$ cat src/rtl/conf_drv_pkg.sv
// Shared state encoding and sequence-length helper for the configuration shift driver.
package conf_drv_pkg;

    typedef enum logic [2:0] {
        IDLE,
        SHIFT,
        GAP,
        LOAD,
        TAIL,
        DONE
    } t_conf_drv_state;

    localparam int CONF_EXTRA_PERIODS = 3;

    // Conf periods per sequence: one per chain bit plus GAP, LOAD and TAIL.
    function automatic int total_periods(input int conf_width);
        return conf_width + CONF_EXTRA_PERIODS;
    endfunction

endpackage

$ cat src/rtl/conf_clk_gen.sv
// CLK_CONF divider: low for CLK_DIV cycles, then high for CLK_DIV cycles; held low when disabled.
// Strobes are single-cycle: period_start on the first low cycle, sample on the last high cycle.
module conf_clk_gen #(
    parameter int CLK_DIV = 4
) (
    input  logic i_clk,
    input  logic i_rst,
    input  logic i_enable,
    output logic o_clk_conf,
    output logic o_period_start,
    output logic o_sample
);

    localparam int DIV_W = (CLK_DIV > 1) ? $clog2(CLK_DIV) : 1;
    localparam logic [DIV_W-1:0] DIV_LAST = DIV_W'(CLK_DIV - 1);

    logic [DIV_W-1:0] r_div;
    logic             r_clk_conf;

    always_ff @(posedge i_clk or posedge i_rst) begin
        if (i_rst) begin
            r_div      <= '0;
            r_clk_conf <= 1'b0;
        end else if (!i_enable) begin
            r_div      <= '0;
            r_clk_conf <= 1'b0;
        end else if (r_div == DIV_LAST) begin
            r_div      <= '0;
            r_clk_conf <= ~r_clk_conf;
        end else begin
            r_div      <= r_div + 1'b1;
        end
    end

    assign o_clk_conf     = r_clk_conf;
    assign o_period_start = i_enable && !r_clk_conf && (r_div == '0);
    assign o_sample       = i_enable &&  r_clk_conf && (r_div == DIV_LAST);

endmodule

$ cat src/rtl/conf_shift_driver.sv
// MONOPIX config-chain initiator: shifts CONF_DATA LSB-first, pulses LD_CONF, captures SO_CONF readback.
// Sequence is (CONF_WIDTH+3)*2*CLK_DIV cycles plus one DONE cycle; START is ignored (not queued) while busy.
module conf_shift_driver
    import conf_drv_pkg::*;
#(
    parameter int CONF_WIDTH = 64,
    parameter int CLK_DIV    = 4
) (
    input  logic                  i_clk,
    input  logic                  i_rst,
    input  logic                  i_start,
    input  logic [CONF_WIDTH-1:0] i_conf_data,
    output logic                  o_busy,
    output logic                  o_done,
    output logic [CONF_WIDTH-1:0] o_readback,
    output logic                  o_clk_conf,
    output logic                  o_si_conf,
    output logic                  o_ld_conf,
    output logic                  o_def_conf,
    input  logic                  i_so_conf
);

    localparam int NPER   = total_periods(CONF_WIDTH);
    localparam int PCNT_W = $clog2(NPER);
    localparam logic [PCNT_W-1:0] LAST_SHIFT = PCNT_W'(CONF_WIDTH - 1);

    t_conf_drv_state       r_state, w_state_nxt;
    logic [PCNT_W-1:0]     r_period, w_period_nxt;
    logic [CONF_WIDTH-1:0] r_shadow, w_shadow_nxt, w_shadow_shr;
    logic [CONF_WIDTH-1:0] r_readback, w_readback_nxt;
    logic                  r_si, w_si_nxt;
    logic                  r_ld, w_ld_nxt;
    logic                  r_def, w_def_nxt;
    logic                  r_busy, w_busy_nxt;
    logic                  r_done, w_done_nxt;
    logic                  w_period_start;
    logic                  w_sample;

    conf_clk_gen #(.CLK_DIV(CLK_DIV)) u_clk_gen (
        .i_clk          (i_clk),
        .i_rst          (i_rst),
        .i_enable       (r_busy),
        .o_clk_conf     (o_clk_conf),
        .o_period_start (w_period_start),
        .o_sample       (w_sample)
    );

    // Pad outputs are computed one cycle ahead so they move exactly at period start.
    always_comb begin
        w_state_nxt    = r_state;
        w_period_nxt   = r_period;
        w_shadow_nxt   = r_shadow;
        w_readback_nxt = r_readback;
        w_si_nxt       = r_si;
        w_ld_nxt       = r_ld;
        w_def_nxt      = r_def;
        w_busy_nxt     = r_busy;
        w_done_nxt     = 1'b0;
        w_shadow_shr   = r_shadow >> 1;
        unique case (r_state)
            IDLE, DONE: begin
                w_state_nxt = IDLE;
                if (i_start) begin
                    w_state_nxt    = SHIFT;
                    w_period_nxt   = '0;
                    w_shadow_nxt   = i_conf_data;
                    w_readback_nxt = '0;
                    w_si_nxt       = i_conf_data[0];
                    w_ld_nxt       = 1'b0;
                    w_busy_nxt     = 1'b1;
                end
            end
            SHIFT: begin
                if (w_sample) begin
                    w_period_nxt   = r_period + 1'b1;
                    w_shadow_nxt   = w_shadow_shr;
                    w_readback_nxt = {i_so_conf, r_readback[CONF_WIDTH-1:1]};
                    if (r_period == LAST_SHIFT) begin
                        w_state_nxt = GAP;
                        w_si_nxt    = 1'b0;
                    end else begin
                        w_si_nxt    = w_shadow_shr[0];
                    end
                end
            end
            GAP: begin
                if (w_sample) begin
                    w_period_nxt = r_period + 1'b1;
                    w_state_nxt  = LOAD;
                    w_ld_nxt     = 1'b1;
                end
            end
            LOAD: begin
                if (w_sample) begin
                    w_period_nxt = r_period + 1'b1;
                    w_state_nxt  = TAIL;
                    w_ld_nxt     = 1'b0;
                end
            end
            TAIL: begin
                if (w_sample) begin
                    w_state_nxt = DONE;
                    w_busy_nxt  = 1'b0;
                    w_done_nxt  = 1'b1;
                    w_def_nxt   = 1'b0;
                end
            end
            default: w_state_nxt = IDLE;
        endcase
    end

    always_ff @(posedge i_clk or posedge i_rst) begin
        if (i_rst) begin
            r_state    <= IDLE;
            r_period   <= '0;
            r_shadow   <= '0;
            r_readback <= '0;
            r_si       <= 1'b0;
            r_ld       <= 1'b0;
            r_def      <= 1'b1;
            r_busy     <= 1'b0;
            r_done     <= 1'b0;
        end else begin
            r_state    <= w_state_nxt;
            r_period   <= w_period_nxt;
            r_shadow   <= w_shadow_nxt;
            r_readback <= w_readback_nxt;
            r_si       <= w_si_nxt;
            r_ld       <= w_ld_nxt;
            r_def      <= w_def_nxt;
            r_busy     <= w_busy_nxt;
            r_done     <= w_done_nxt;
        end
    end

    // SI_CONF and LD_CONF may only move on the first cycle of a conf period.
    a_pads_stable_mid_period: assert property (@(posedge i_clk) disable iff (i_rst)
        (r_busy && $past(r_busy) && !w_period_start) |-> ($stable(r_si) && $stable(r_ld)));

    assign o_busy     = r_busy;
    assign o_done     = r_done;
    assign o_readback = r_readback;
    assign o_si_conf  = r_si;
    assign o_ld_conf  = r_ld;
    assign o_def_conf = r_def;

endmodule

$ cat config.mk
export PLATFORM = sky130hd
export DESIGN_NAME = conf_shift_driver
export DESIGN_NICKNAME = d
export VERILOG_FILES = /design/src/rtl/conf_drv_pkg.sv /design/src/rtl/conf_clk_gen.sv /design/src/rtl/conf_shift_driver.sv
export SDC_FILE = /design/constraint.sdc
export NUM_CORES = 1
export LEC_CHECK = 0
export CORE_MARGIN = 3
export CORE_UTILIZATION = 57
export CTS_CLUSTER_SIZE = 40
export DETAILED_ROUTE_END_ITERATION = 6
export DONT_BUFFER_PORTS = 1
export PLACE_DENSITY = 0.75
export SKIP_LAST_GASP = 1
export SYNTH_ARGS = -nofsm -noshare
export SYNTH_HDL_FRONTEND = slang
export SYNTH_SLANG_ARGS = --single-unit
$ cat constraint.sdc
create_clock -name i_clk -period 4.9 [get_ports i_clk]
set_input_delay 0.735 -clock i_clk [delete_from_list [all_inputs] [get_ports i_clk]]
set_output_delay 0.735 -clock i_clk [all_outputs]
set_load 0.02 [all_outputs]
---- Word-level counts from Yosys, hierarchy flattened ----
Cells that the tools add are included.
cells by class
  add/subtract/negate cells ............... 2
  equality and inequality tests ........... 15
  multiplexer cells ....................... 32
  bitwise logic cells ..................... 1
  reductions and logical operators ........ 15
operators with widths
  operator                                              count
  two-way mux 64 bit                                    4
  one-hot mux 64 bit (2 select lines)                   2
  two-way mux 3 bit                                     5
  one-hot mux 3 bit (5 select lines)                    1
  two-way mux 7 bit                                     2
  one-hot mux 7 bit (2 select lines)                    1
  two-way mux 1 bit                                     12
  != test 2 x 1 -> 1 bit (second input constant)        6
  AND reduction 3 bit                                   3
  adder 7 x 1 -> 7 bit (second input constant)          1
  equality test 7 x 6 -> 1 bit (second input constant)  1
  equality test 3 x 2 -> 1 bit (second input constant)  2
  equality test 3 bit (second input constant)           2
  nonzero test 2 bit                                    3
  AND reduction 5 bit                                   1
  two-way mux 2 bit                                     2
  != test 2 bit (second input constant)                 2
  one-hot mux 1 bit (2 select lines)                    2
  AND reduction 4 bit                                   1
  equality test 3 x 1 -> 1 bit (second input constant)  1
  logical NOT 3 bit                                     1
  one-hot mux 1 bit (3 select lines)                    1
  nonzero test 3 bit                                    1
  OR reduction 3 bit                                    1
  6 further kinds                                       7
word-level totals
  flip-flop bits (word level) ............. 146
  input port bits ......................... 68
  output and inout port bits .............. 70
  word-level logic and storage cells ...... 76

---- Logic depth before layout (Yosys ltp) ----
Gate-level depths: netlist of run 1.
  depth in word-level cells ............... 4
  mapped depth ............................ 8
  depth with buffers taken out ............ 5

---- Hierarchy ----
From an unflattened synthesis of run 1, not the netlist that was laid out.
second synthesis, totals
  cell total of the unflattened synthesis .. 721
  area, all modules ....................... 6328.6 um^2
by module, submodules not included
  module             times used  cells an instance  area an instance (um^2)  sequential area each (um^2)
  conf_shift_driver  1           707                6170.9                   3554.7
  conf_clk_gen       1           14                 157.7                    75.1

---- Least setup slack after synthesis of run 1 ----
No wires, ideal clock.
  path kind ............................... register to register
  from .................................... register u_clk_gen.r_div[0]
  to ...................................... register r_shadow[10]
  library setup time ...................... 0.082 ns
  data arrival time ....................... 1.595 ns
  required time ........................... 4.818 ns
  slack ................................... 3.223 ns
  stages on the path, launching flop included .. 9
  path buffers ............................ 4
  period minus slack after synthesis ...... 1.677 ns
  cells stage by stage .................... dfrtp_1 > ha_1 > and3_1 > clkbuf_1 > a22o_1 > buf_4 > buf_6 > buf_6 > a31oi_1
between the ends
  longest elaborated chain between the ends .. 4
RTL lines
  item                                     RTL line                  source
  from (decl)                              conf_clk_gen.sv:17        logic [DIV_W-1:0] r_div;
  from (signal assigned)                   conf_clk_gen.sv:31        r_div <= r_div + 1'b1;
  equality test 2 bit                      conf_clk_gen.sv:37        assign o_sample = i_enable && r_clk_conf && (r_div == DIV_LAST);
  logical AND 1 bit                        conf_clk_gen.sv:37
  != test 2 x 1 -> 1 bit (no source line)  -
  AND reduction 3 bit (no source line)     -
  to (signal assigned)                     conf_shift_driver.sv:126  r_shadow <= w_shadow_nxt;
  to (decl)                                conf_shift_driver.sv:29   logic [CONF_WIDTH-1:0] r_shadow, w_shadow_nxt, w_shadow_shr;
No other way between the ends.
A chain may end at the register's enable or synchronous reset.

---- Worst setup path in the final report of run 1 ----
  from .................................... register r_state[0]
  to ...................................... register r_shadow[22]
between the ends
  longest elaborated chain between the ends .. 4
  elaborated cells between the ends (all ways) .. 9
  classes of those cells .................. 4 x eq/ne; 1 x mux; 4 x reduce/logical
RTL lines
  item                                                                         RTL line                  source
  from (decl)                                                                  conf_shift_driver.sv:27   t_conf_drv_state r_state, w_state_nxt;
  from (signal assigned)                                                       conf_shift_driver.sv:124  r_state <= w_state_nxt;
  equality test 3 bit / logical NOT 3 bit (equally long branches)              conf_shift_driver.sv:60   unique case (r_state)
  OR reduction 2 bit                                                           conf_shift_driver.sv:60
  != test 2 bit (no source line) / nonzero test 2 bit (equally long branches)  -
  AND reduction 3 bit (no source line)                                         -
Several ways; a longest one is shown, not always the timed one.

==> parameters.txt, run 1 <==
Parameter                              Value

Power
  Power density cells ... 352 nW/um^2
  Maximum vdd drop ... 0.273 mV
  Sw Share ... 0.205
  Comb power frac ... 0.011
  Internal Dissipation ... 1.88 mW
  Part of the power in registers ... 0.509
  Relative contribution of the clock network to total power ... 0.480
  Switching pwr ... 486 uW
  Static leakage power ... 2.89 nW

Clock tree
  Cells resized by post-CTS repair ... 0
  Clock tree root driver cell ... sky130_fd_sc_hd__clkbuf_8
  Maximum buffer depth of the clock tree ... 2
  Clock tree from TritonCTS ... done
  Clock latency on the worst-skew pair ... 520 ps
  Clock net sink count ... 145
  Clock buffers created by TritonCTS ... 17
  H-Tree Level Count ... 4
  Hold_buf cts ... 0
  Number of buffers added for setup after CTS ... 0
  Clock transition at the registers of the reported paths ... 60 ps

Route
  Post-route antenna net violation count ... 0
  Remaining routing DRC violations ... 0
  Detailed Route WL ... 13100 um
  Number of iterations in the first detailed-routing pass ... 5
  Via total after detailed routing ... 4782
  Initial drt markers ... 571
  Average routed wire per standard cell ... 15.6 um
  Vias per std cell ... 5.71

Worst setup path
  Critical path peak fanout ... 126
  Cells along the critical path ... nor3b_2 -> buf_4 -> a22o_4 -> nor2_1 -> a31oi_1
  Peak per-stage delay on the critical path ... 990 ps
  Startpoint class of the critical path ... flop
  Arr. time, crit path ... 3230 ps
  Count of buffer and inverter cells on the critical path ... 1
  Kind of cell adding the most delay to the critical path ... compound AO/OA/AOI/OAI gates
  Number of cells on the worst reg-to-reg path ... 5
  Path type of the worst setup path ... flop to flop
  Kind of capture point of the worst setup path ... flop
  Data required time of the worst path ... 5330 ps
  Critical path depth in cells ... 5
  Cell with the biggest individual delay on the critical path ... sky130_fd_sc_hd__a22o_4

Floorplanning
  Initial cell density of the core ... 0.596
  Die Span Y ... 111 um
  Core ar. ... 10500 um^2
  DIE AREA ... 12300 um^2
  Die Span X ... 111 um
  I/O pin count ... 138
  Count of standard-cell rows ... 37

STA
  Total count of hold-check failures in the final report ... 0
  Final critical-path required period ... 2800 ps
  Achievable Freq ... 357 MHz
  Worst-case clock skew ... 6.38 ps
  Tcrit/Tclk final ... 0.572
  Final Setup Violations ... 0
  Aggregate negative setup slack ... 0 ps
  Smallest setup slack after layout ... 2100 ps
  Setup repair after global routing missed its margin ... no
  Tightest slew margin relative to the limit ... 0.185
  Total count of max-transition violations in the final report ... 0
  Slew of the pin with the lowest slew margin ... 1220 ps

Cells and area
  Sequential cell area ... 3630 um^2
  Total Nets Final ... 759
  Layout fillers ... 875
  Most frequent standard cell in the layout excluding fill and tap cells ... sky130_fd_sc_hd__nand2_1
  Highest-count cells in the layout ignoring fill and taps ... 265 x sky130_fd_sc_hd__nand2_1, 144 x sky130_fd_sc_hd__dfrtp_1, 76 x sky130_fd_sc_hd__o21ai_0
  Layout area overhead ... 7.35%
  Number of diodes added for antenna fixing ... 0
  Fraction of final layout cells sized beyond drive strength 1 ... 0.0556
  Area of combinational cells with multiple inputs ... 2350 um^2

Yosys
  Share of flip-flops with an asynchronous set or reset ... 1.00
  Synthesized netlist net count ... 789
  Number of warning messages in the yosys log ... 0
  Synthesized area per cell ... 8.71 um^2
  Top cells by area in the synthesized netlist ... sky130_fd_sc_hd__dfrtp_1 58%, sky130_fd_sc_hd__nand2_1 16%, sky130_fd_sc_hd__a31oi_1 6.3%
  Sequential cell area fraction in the yosys report ... 0.580
  Summed instance area of the synthesized netlist ... 6260 um^2
  Top cell type by total area after synthesis ... sky130_fd_sc_hd__dfrtp_1
  Number of synthesized register bits ... 145
  Most common flop cell mapped by yosys ... sky130_fd_sc_hd__dfrtp_1
  Synthesized instance count ... 719
  Distinct cell type count after synthesis ... 36
  Number of synthesized flops with an enable pin ... 0
  Proportion of netlist area held by the largest area contributor ... 0.576

Placement
  Placement Setup Slack ... 2180 ps
  Total half-perimeter wirelength after legalization and detailed placement ... 8080 um
  Last weighted congestion value of the routability-driven placer ... 0.764
  Port-buffer cells ... 0

Flow run
  Number of max-cap violations ... 0

Global route
  Sum of overflow across all layers after global routing ... 0
  Pin count of the biggest net entering global routing ... 130
  Total global-route track usage ... 0.218
  Initial antenna violation count ... 0
  Via count of the first global-routing pass ... 4530
  Wire length of the first global-routing pass ... 21700 um

Outcome
  Run status ... complete, no violations

Hold path
  Worst min-delay path class ... input port to async pin
==> synth_stat cells (3+ instances only) <==
master                     count
sky130_fd_sc_hd__nand2_1     266
sky130_fd_sc_hd__dfrtp_1     144
sky130_fd_sc_hd__o21ai_0      76
sky130_fd_sc_hd__nor2_1       69
sky130_fd_sc_hd__a31oi_1      63
sky130_fd_sc_hd__clkbuf_1     22
sky130_fd_sc_hd__buf_2        21
sky130_fd_sc_hd__buf_4         5
sky130_fd_sc_hd__buf_6         5
sky130_fd_sc_hd__inv_1         5
sky130_fd_sc_hd__nand3_1       5
sky130_fd_sc_hd__a21oi_1       4
sky130_fd_sc_hd__nor2b_1       3
sky130_fd_sc_hd__xnor2_1       3
==> routing by layer <==
metal | share of wire | GRT usage
met4 | 0.010 | 0.0739
met5 | 0 | 0
met3 | 0.094 | 0.104
met1 | 0.43 | 0.280
met2 | 0.46 | 0.326
==> final timing paths <==
check,to,start,slack [ps]
max,r_shadow[22]$_DFFE_PP0P_,r_state[0]$_DFFE_PP0P_,2100
min,o_readback[30]$_DFFE_PP0P_,i_rst,300
max reg2reg,r_shadow[22]$_DFFE_PP0P_,r_state[0]$_DFFE_PP0P_,2100
min reg2reg,u_clk_gen.r_div[0]$_DFF_PP0_,u_clk_gen.r_div[0]$_DFF_PP0_,460
max in group asynchronous,r_shadow[60]$_DFFE_PP0P_,i_rst,3540
min in group i_clk,o_readback[63]$_DFFE_PP0P_,i_so_conf,340
==> registers in the layout (all words and copies together), names as in the netlist <==
register,flops
o_ld_conf,1
r_state,3
r_period,7
o_si_conf,1
o_busy,1
u_clk_gen.r_div,2
o_done,1
o_readback,64
o_def_conf,1
u_clk_gen.o_clk_conf,1
r_shadow,63
==> metrics by stage <==
step	hold WS [ps]	utilization	area (um^2)	cells	power, mW
after floorplan	415	-	6260	719	1.25
after global placement	425	0.591	6210	806	1.25
after detailed placement	450	0.591	6210	806	1.26
after CTS	312	0.640	6720	838	2.40
after global routing	320	0.640	6720	838	2.46
final	298	0.640	6720	838	2.37
==> cells by family (layout without fill, tap and decap cells) <==
family	count (synthesis)	in the layout	share of synthesized area
adder cells (fa/ha/maj)	2	2	0.00400
XOR/XNOR	3	3	0.00420
AND/OR/NAND/NOR	355	355	0.221
flip-flops	145	145	0.580
buffers and inverters	58	41	0.0480
AO/OA/AOI/OAI	156	156	0.143
==> layout make-up <==
type,count,area share
sequential,145,0.540
tap,136,0.0253
inverter,5,0.00354
timing repair buffer,4,0.00447
clock buffer,24,0.0670
clock inverter,8,0.00968
multi-input combinational,516,0.350
==> power by group through the flow <==
stage	combinational (mW)	sequential [mW]	clock [mW]
floorplan	0.0205	1.23	0
global placement	0.0277	1.23	0
detailed placement	0.0287	1.23	0
CTS	0.0285	1.21	1.16
global route	0.0321	1.21	1.23
finish	0.0266	1.21	1.14
Power figures use the tool's default switching activity.
==> run 2: changes to the inputs <==
==> constraint.sdc (replaced) <==
create_clock -name i_clk -period 2.5 [get_ports i_clk]
set_input_delay 0.375 -clock i_clk [delete_from_list [all_inputs] [get_ports i_clk]]
set_output_delay 0.375 -clock i_clk [all_outputs]
set_load 0.02 [all_outputs]
==> run 2 against run 1 <==
Effect of this change: count of clock-buffer cells in the layout down 3; hold slack worse by 280 ps; global-route usage up 2.1 points; largest power group is now the clock network.
==> parameters.txt, run 2 (synthesis gave the netlist of run 1 again) <==
Parameter                              Value

Global route
  Total global-route track usage ... 0.239 (+0.0211)
  Sum of overflow across all layers after global routing ... 0 (unchanged)
  Via count of the first global-routing pass ... 4956 (+9.4%)
  Pin count of the biggest net entering global routing ... 68 (-48%)
  Wire length of the first global-routing pass ... 24100 um (+11%)
  Initial antenna violation count ... 1 (+1)

Floorplanning
  Die Span Y ... 111 um (unchanged)
  DIE AREA ... 12300 um^2 (unchanged)
  Initial cell density of the core ... 0.596 (unchanged)
  I/O pin count ... 138 (unchanged)
  Count of standard-cell rows ... 37 (unchanged)
  Die Span X ... 111 um (unchanged)
  Core ar. ... 10500 um^2 (unchanged)

STA
  Final Setup Violations ... 0 (unchanged)
  Tcrit/Tclk final ... 0.864 (+0.291)
  Total count of max-transition violations in the final report ... 0 (unchanged)
  Slew of the pin with the lowest slew margin ... 635 ps (-584 ps)
  Final Hold Slack ... 21.4 ps (-277 ps)
  Tightest slew margin relative to the limit ... 0.577 (+0.392)
  Final critical-path required period ... 2160 ps (-645 ps)
  Achievable Freq ... 463 MHz (+30%)
  Setup repair after global routing missed its margin ... no
  Aggregate negative setup slack ... 0 ps (unchanged)
  Total count of hold-check failures in the final report ... 0 (unchanged)
  Worst-case clock skew ... 6.09 ps (-0.288 ps)

Power
  Comb power frac ... 0.025 (+0.014)
  Relative contribution of the clock network to total power ... 0.522 (+0.042)
  Overall power ... 5.21 mW (+120%)
  Internal Dissipation ... 4.21 mW (+120%)
  Part of the power in registers ... 0.454 (-0.055)
  Power density cells ... 690 nW/um^2 (+96%)
  Switching pwr ... 1000 uW (+110%)
  Sw Share ... 0.192 (-0.0133)
  Static leakage power ... 3.24 nW (+12%)
  Maximum vdd drop ... 0.588 mV (+120%)

Placement
  Total half-perimeter wirelength after legalization and detailed placement ... 8630 um (+6.9%)
  Last weighted congestion value of the routability-driven placer ... 0.793 (+3.7%)
  Port-buffer cells ... 0 (unchanged)

Cells and area
  Total Nets Final ... 822 (+8.3%)
  Layout area overhead ... 20.6%
  Fraction of final layout cells sized beyond drive strength 1 ... 0.0707 (+0.0151)
  Highest-count cells in the layout ignoring fill and taps ... 265 x sky130_fd_sc_hd__nand2_1, 144 x sky130_fd_sc_hd__dfrtp_1, 76 x sky130_fd_sc_hd__o21ai_0
  Number of flip-flops under the largest register name ... 64 (unchanged)
  Most frequent standard cell in the layout excluding fill and tap cells ... sky130_fd_sc_hd__nand2_1
  Share of the core filled with cells ... 0.719 (+0.0789)

Route
  Via total after detailed routing ... 5087 (+6.4%)
  Initial drt markers ... 483 (-15%)
  Number of iterations in the first detailed-routing pass ... 5 (unchanged)
  Detailed Route WL ... 14200 um (+8.0%)
  Average routed wire per standard cell ... 15.7 um (+0.41%)
  Post-route antenna net violation count ... 0 (unchanged)
  Remaining routing DRC violations ... 0 (unchanged)
  Vias per std cell ... 5.65 (-1.1%)

Worst setup path
  Data required time of the worst path ... 2930 ps (-2400 ps)
  Critical path peak fanout ... 64 (-49%)
  Kind of capture point of the worst setup path ... flop
  Peak per-stage delay on the critical path ... 560 ps (-430 ps)
  Number of cells on the worst reg-to-reg path ... 5 (unchanged)
  Arr. time, crit path ... 2590 ps (-640 ps)
  Path type of the worst setup path ... flop to flop
  Flop-to-flop setup slack ... 340 ps (-1750 ps)
  Reg2reg start ... r_state[0]$_DFFE_PP0P_
  FF-to-FF End ... r_state[0]$_DFFE_PP0P_
  Cell with the biggest individual delay on the critical path ... sky130_fd_sc_hd__dfrtp_1
  Startpoint class of the critical path ... flop
  Cells along the critical path ... or3b_2 -> buf_4 -> a41oi_1 -> o21ai_0 -> o211ai_1

Hold path
  Hold Path Sink ... r_shadow[42]$_DFFE_PP0P_
  Worst min-delay path class ... input port to flop
  Startpoint of the most critical hold path ... i_conf_data[42]
  Number of cells on the worst hold path ... 2

Clock tree
  Clock tree from TritonCTS ... done
  Number of buffers added for setup after CTS ... 0 (unchanged)
  Clock buffers created by TritonCTS ... 17 (unchanged)
  Clock transition at the registers of the reported paths ... 60 ps (about the same)
  Clock net sink count ... 145 (unchanged)
  H-Tree Level Count ... 4 (unchanged)
  Clock latency on the worst-skew pair ... 520 ps (about the same)
  Clock tree root driver cell ... sky130_fd_sc_hd__clkbuf_8
  Maximum buffer depth of the clock tree ... 2 (unchanged)
  Hold_buf cts ... 52 (+52)
  Cells resized by post-CTS repair ... 0 (unchanged)

Flow run
  Number of max-cap violations ... 0 (unchanged)

Outcome
  Run status ... complete, no violations
==> run 2: cell count changes in the layout (fill, tap and decap cells not counted), moves of 2 or more <==
cell | before | now
sky130_fd_sc_hd__dlygate4sd3_1 | 0 | 52
sky130_fd_sc_hd__clkinv_2 | 7 | 3
sky130_fd_sc_hd__buf_12 | 0 | 8
sky130_fd_sc_hd__clkbuf_8 | 2 | 4
sky130_fd_sc_hd__bufinv_16 | 1 | 5
sky130_fd_sc_hd__clkbuf_1 | 6 | 1
sky130_fd_sc_hd__clkinvlp_4 | 0 | 2
sky130_fd_sc_hd__buf_4 | 4 | 7
==> run 2: area by class of cell <==
class	count	area (um^2)
clock buffers	21	459
clock inverters	10	181
inverters	5	22.5
repair buffers	67	733
multi-input cells	516	2350
well taps	136	170
diodes	1	2.50
flip-flops and latches	145	3630
fillers	742	2960
==> run 2: power groups by stage <==
stage / sequential [mW] / clock, mW / combinational, mW
floorplan: 2.41 / 0 / 0.0406
detailed placement: 2.41 / 0 / 0.0612
CTS: 2.36 / 2.77 / 0.129
finish: 2.36 / 2.72 / 0.128
global placement: 2.41 / 0 / 0.0589
global route: 2.36 / 2.88 / 0.142
==> run 2: how the worst max path moves through the flow <==
stage	startpoint	to
global placement	r_state[0]$_DFFE_PP0P_	r_state[1]$_DFFE_PP0P_
floorplan	i_rst	o_busy$_DFFE_PP0P_
detailed placement	r_state[0]$_DFFE_PP0P_	o_si_conf$_DFFE_PP0P_
CTS	r_state[0]$_DFFE_PP0P_	o_si_conf$_DFFE_PP0P_
global route	r_state[0]$_DFFE_PP0P_	o_si_conf$_DFFE_PP0P_
finish	r_state[0]$_DFFE_PP0P_	r_state[0]$_DFFE_PP0P_
==> run 2: through the flow <==
stage          std cells  setup WS, ps  cell area, um^2
6_report             901           341             7550
5_1_grt              901           165             7550
4_1_cts              900           341             7550
3_5_place_dp         817           361             6390
3_3_place_gp         817           442             6390
2_1_floorplan        719           307             6260
==> run 2: layer usage <==
metal / track usage / share of wire / vias up
met1: 0.301 / 0.42 / 2440
met3: 0.0846 / 0.079 / 22
met5: 0 / 0 / -
met4: 0.0920 / 0.018 / 0
li1: - / - / 2442
met2: 0.380 / 0.48 / 183
==> run 2: critical path, delay by kind of cell (launching register included) <==
family	cells	cell delay, ps
compound gates	3	630
flops	1	560
simple gates	1	530
buf+inv	1	340
==> run 3: changes to the inputs <==
==> constraint.sdc (replaced) <==
create_clock -name i_clk -period 1.8 [get_ports i_clk]
set_input_delay 0.27 -clock i_clk [delete_from_list [all_inputs] [get_ports i_clk]]
set_output_delay 0.27 -clock i_clk [all_outputs]
set_load 0.02 [all_outputs]
==> run 3 against run 2 <==
Effect of this change: combinational power rose by 64%; register-to-register slack got worse by 270 ps; sequential cell count is the same; clock power is 43% higher; count of clock-buffer cells in the layout is 1 lower; critical path type unchanged; largest power group unchanged; highest routed layer unchanged.
==> parameters.txt, run 3 (synthesis gave the netlist of run 1 again) <==
Parameter                              Value

Outcome
  Run status ... complete, no violations

Cells and area
  Layout fillers ... 700 (-5.7%)
  Total Nets Final ... 845 (+2.8%)
  Fraction of final layout cells sized beyond drive strength 1 ... 0.0812 (+0.0105)
  Sequential cell area ... 3630 um^2 (unchanged)
  Most frequent standard cell in the layout excluding fill and tap cells ... sky130_fd_sc_hd__nand2_1
  Number of flip-flops under the largest register name ... 64 (unchanged)
  Area of combinational cells with multiple inputs ... 2360 um^2 (+0.27%)
  Highest-count cells in the layout ignoring fill and taps ... 265 x sky130_fd_sc_hd__nand2_1, 144 x sky130_fd_sc_hd__dfrtp_1, 76 x sky130_fd_sc_hd__o21ai_0
  Layout area overhead ... 25.3%

Worst setup path
  Peak per-stage delay on the critical path ... 550 ps (about the same)
  Path type of the worst setup path ... flop to flop
  Arr. time, crit path ... 2130 ps (-460 ps)
  Critical path peak fanout ... 69 (+7.8%)
  Cells along the critical path ... or3b_2 -> nor2_4 -> buf_12 -> o21ai_0
  Kind of capture point of the worst setup path ... flop
  Startpoint class of the critical path ... flop
  Data required time of the worst path ... 2200 ps (-730 ps)
  Cell with the biggest individual delay on the critical path ... sky130_fd_sc_hd__or3b_2

Route
  Via total after detailed routing ... 5265 (+3.5%)
  Detailed Route WL ... 15400 um (+9.2%)
  Average routed wire per standard cell ... 16.7 um (+6.3%)
  Post-route antenna net violation count ... 0 (unchanged)
  Vias per std cell ... 5.69 (+0.81%)
  Number of iterations in the first detailed-routing pass ... 6 (+1)
  Initial drt markers ... 463 (-4.1%)
  Remaining routing DRC violations ... 0 (unchanged)

Placement
  Last weighted congestion value of the routability-driven placer ... 0.776 (-2.1%)
  Port-buffer cells ... 0 (unchanged)
  Total half-perimeter wirelength after legalization and detailed placement ... 8940 um (+3.6%)

STA
  Total count of hold-check failures in the final report ... 0 (unchanged)
  Final Setup Violations ... 0 (unchanged)
  Achievable Freq ... 579 MHz (+25%)
  Tcrit/Tclk final ... 0.960 (+0.0959)
  Slew of the pin with the lowest slew margin ... 422 ps (-213 ps)
  Tightest slew margin relative to the limit ... 0.719 (+0.142)
  Aggregate negative setup slack ... 0 ps (unchanged)
  Setup repair after global routing missed its margin ... yes
  Final critical-path required period ... 1730 ps (-432 ps)
  Total count of max-transition violations in the final report ... 0 (unchanged)
  Worst-case clock skew ... 9.65 ps (+3.56 ps)

Power
  Maximum vdd drop ... 0.693 mV (+18%)
  Overall power ... 7.38 mW (+42%)
  Power density cells ... 941 nW/um^2 (+36%)
  Static leakage power ... 3.38 nW (+4.3%)

Global route
  Sum of overflow across all layers after global routing ... 0 (unchanged)
  Total global-route track usage ... 0.252 (+0.0136)
  Initial antenna violation count ... 1 (unchanged)
  Via count of the first global-routing pass ... 5219 (+5.3%)
  Pin count of the biggest net entering global routing ... 82 (+21%)
  Wire length of the first global-routing pass ... 25100 um (+4.2%)

Clock tree
  H-Tree Level Count ... 4 (unchanged)
  Clock latency on the worst-skew pair ... 540 ps (+20 ps)
  Clock transition at the registers of the reported paths ... 60 ps (about the same)
  Clock tree root driver cell ... sky130_fd_sc_hd__clkbuf_8
  Number of buffers added for setup after CTS ... 0 (unchanged)
  Maximum buffer depth of the clock tree ... 2 (unchanged)
  Clock net sink count ... 145 (unchanged)
  Clock tree from TritonCTS ... done
  Clock buffers created by TritonCTS ... 17 (unchanged)

Floorplanning
  I/O pin count ... 138 (unchanged)
  Die Span Y ... 111 um (unchanged)
  Die Span X ... 111 um (unchanged)
  Core ar. ... 10500 um^2 (unchanged)
  Count of standard-cell rows ... 37 (unchanged)
  DIE AREA ... 12300 um^2 (unchanged)
  Initial cell density of the core ... 0.596 (unchanged)

Hold path
  Worst min-delay path class ... input port to flop

Flow run
  Number of max-cap violations ... 0 (unchanged)
## run 3: cell types whose count changed in the layout (fill, tap and decap cells not counted), moves of 2 or more
cell / previous run / this run
sky130_fd_sc_hd__buf_4: 7 / 10
sky130_fd_sc_hd__clkbuf_16: 16 / 18
sky130_fd_sc_hd__clkbuf_8: 4 / 2
sky130_fd_sc_hd__clkinv_2: 3 / 5
sky130_fd_sc_hd__dlygate4sd3_1: 52 / 67
## run 3: final timing paths
check	startpoint	end	slack, ps	cells after the start
max	r_state[0]$_DFFE_PP0P_	o_readback[35]$_DFFE_PP0P_	70	4
min	i_start	r_shadow[63]$_DFFE_PP0P_	210	4
max in group asynchronous	i_rst	o_def_conf$_DFFE_PP1P_	1070	3
max reg2reg	r_state[0]$_DFFE_PP0P_	o_readback[35]$_DFFE_PP0P_	70	4
min in group asynchronous	i_rst	o_readback[34]$_DFFE_PP0P_	340	3
min reg2reg	u_clk_gen.r_div[0]$_DFF_PP0_	u_clk_gen.r_div[0]$_DFF_PP0_	450	1
## run 3: layout make-up
cell class | count | share of cell area
Antenna cell | 1 | 0.000319
Clock buffer | 20 | 0.0555
Clock inverter | 12 | 0.0271
Inverter | 5 | 0.00287
Multi-Input combinational cell | 516 | 0.301
Sequential cell | 145 | 0.463
Tap cell | 136 | 0.0217
Timing Repair Buffer | 90 | 0.129
## run 3: metrics by stage
| step | util | instances | setup slack, ps | hold slack [ps] | area, um^2 |
|---|---|---|---|---|---|
| floorplan | - | 719 | -288 | 387 | 6260 |
| global placement | 0.614 | 823 | 124 | 290 | 6460 |
| detailed placement | 0.614 | 823 | 82.9 | 296 | 6460 |
| CTS | 0.740 | 922 | 45.1 | 175 | 7780 |
| global route | 0.747 | 925 | -27.0 | 239 | 7850 |
| finish | 0.747 | 925 | 72.7 | 208 | 7850 |
## run 3: where the power goes
group          leakage, nW  switching (mW)  internal [mW]
registers             1.69          0.0154           3.27
clock network        0.318            1.34           2.56
logic                 1.37          0.0969          0.113
total                 3.38            1.45           5.94
## run 3: metal layers
metal | global-route usage | routed length (um)
met1 | 0.310 | 6210
met2 | 0.412 | 7750
met4 | 0.0780 | 234
met5 | 0 | 0
met3 | 0.0993 | 1250
## run 3: what timing repair did
item	4_1_cts	5_1_grt
hold buffers	67	0
hold endpoints to repair	210	0
resized for setup	0	4
setup endpoints to repair	0	15
## run 3: worst max-delay path, delay by kind of cell, from the launching register on
kind            cells  cell delay (ps)
buf+inv             1              260
compound gates      1              150
simple gates        2              730
flops               1              430
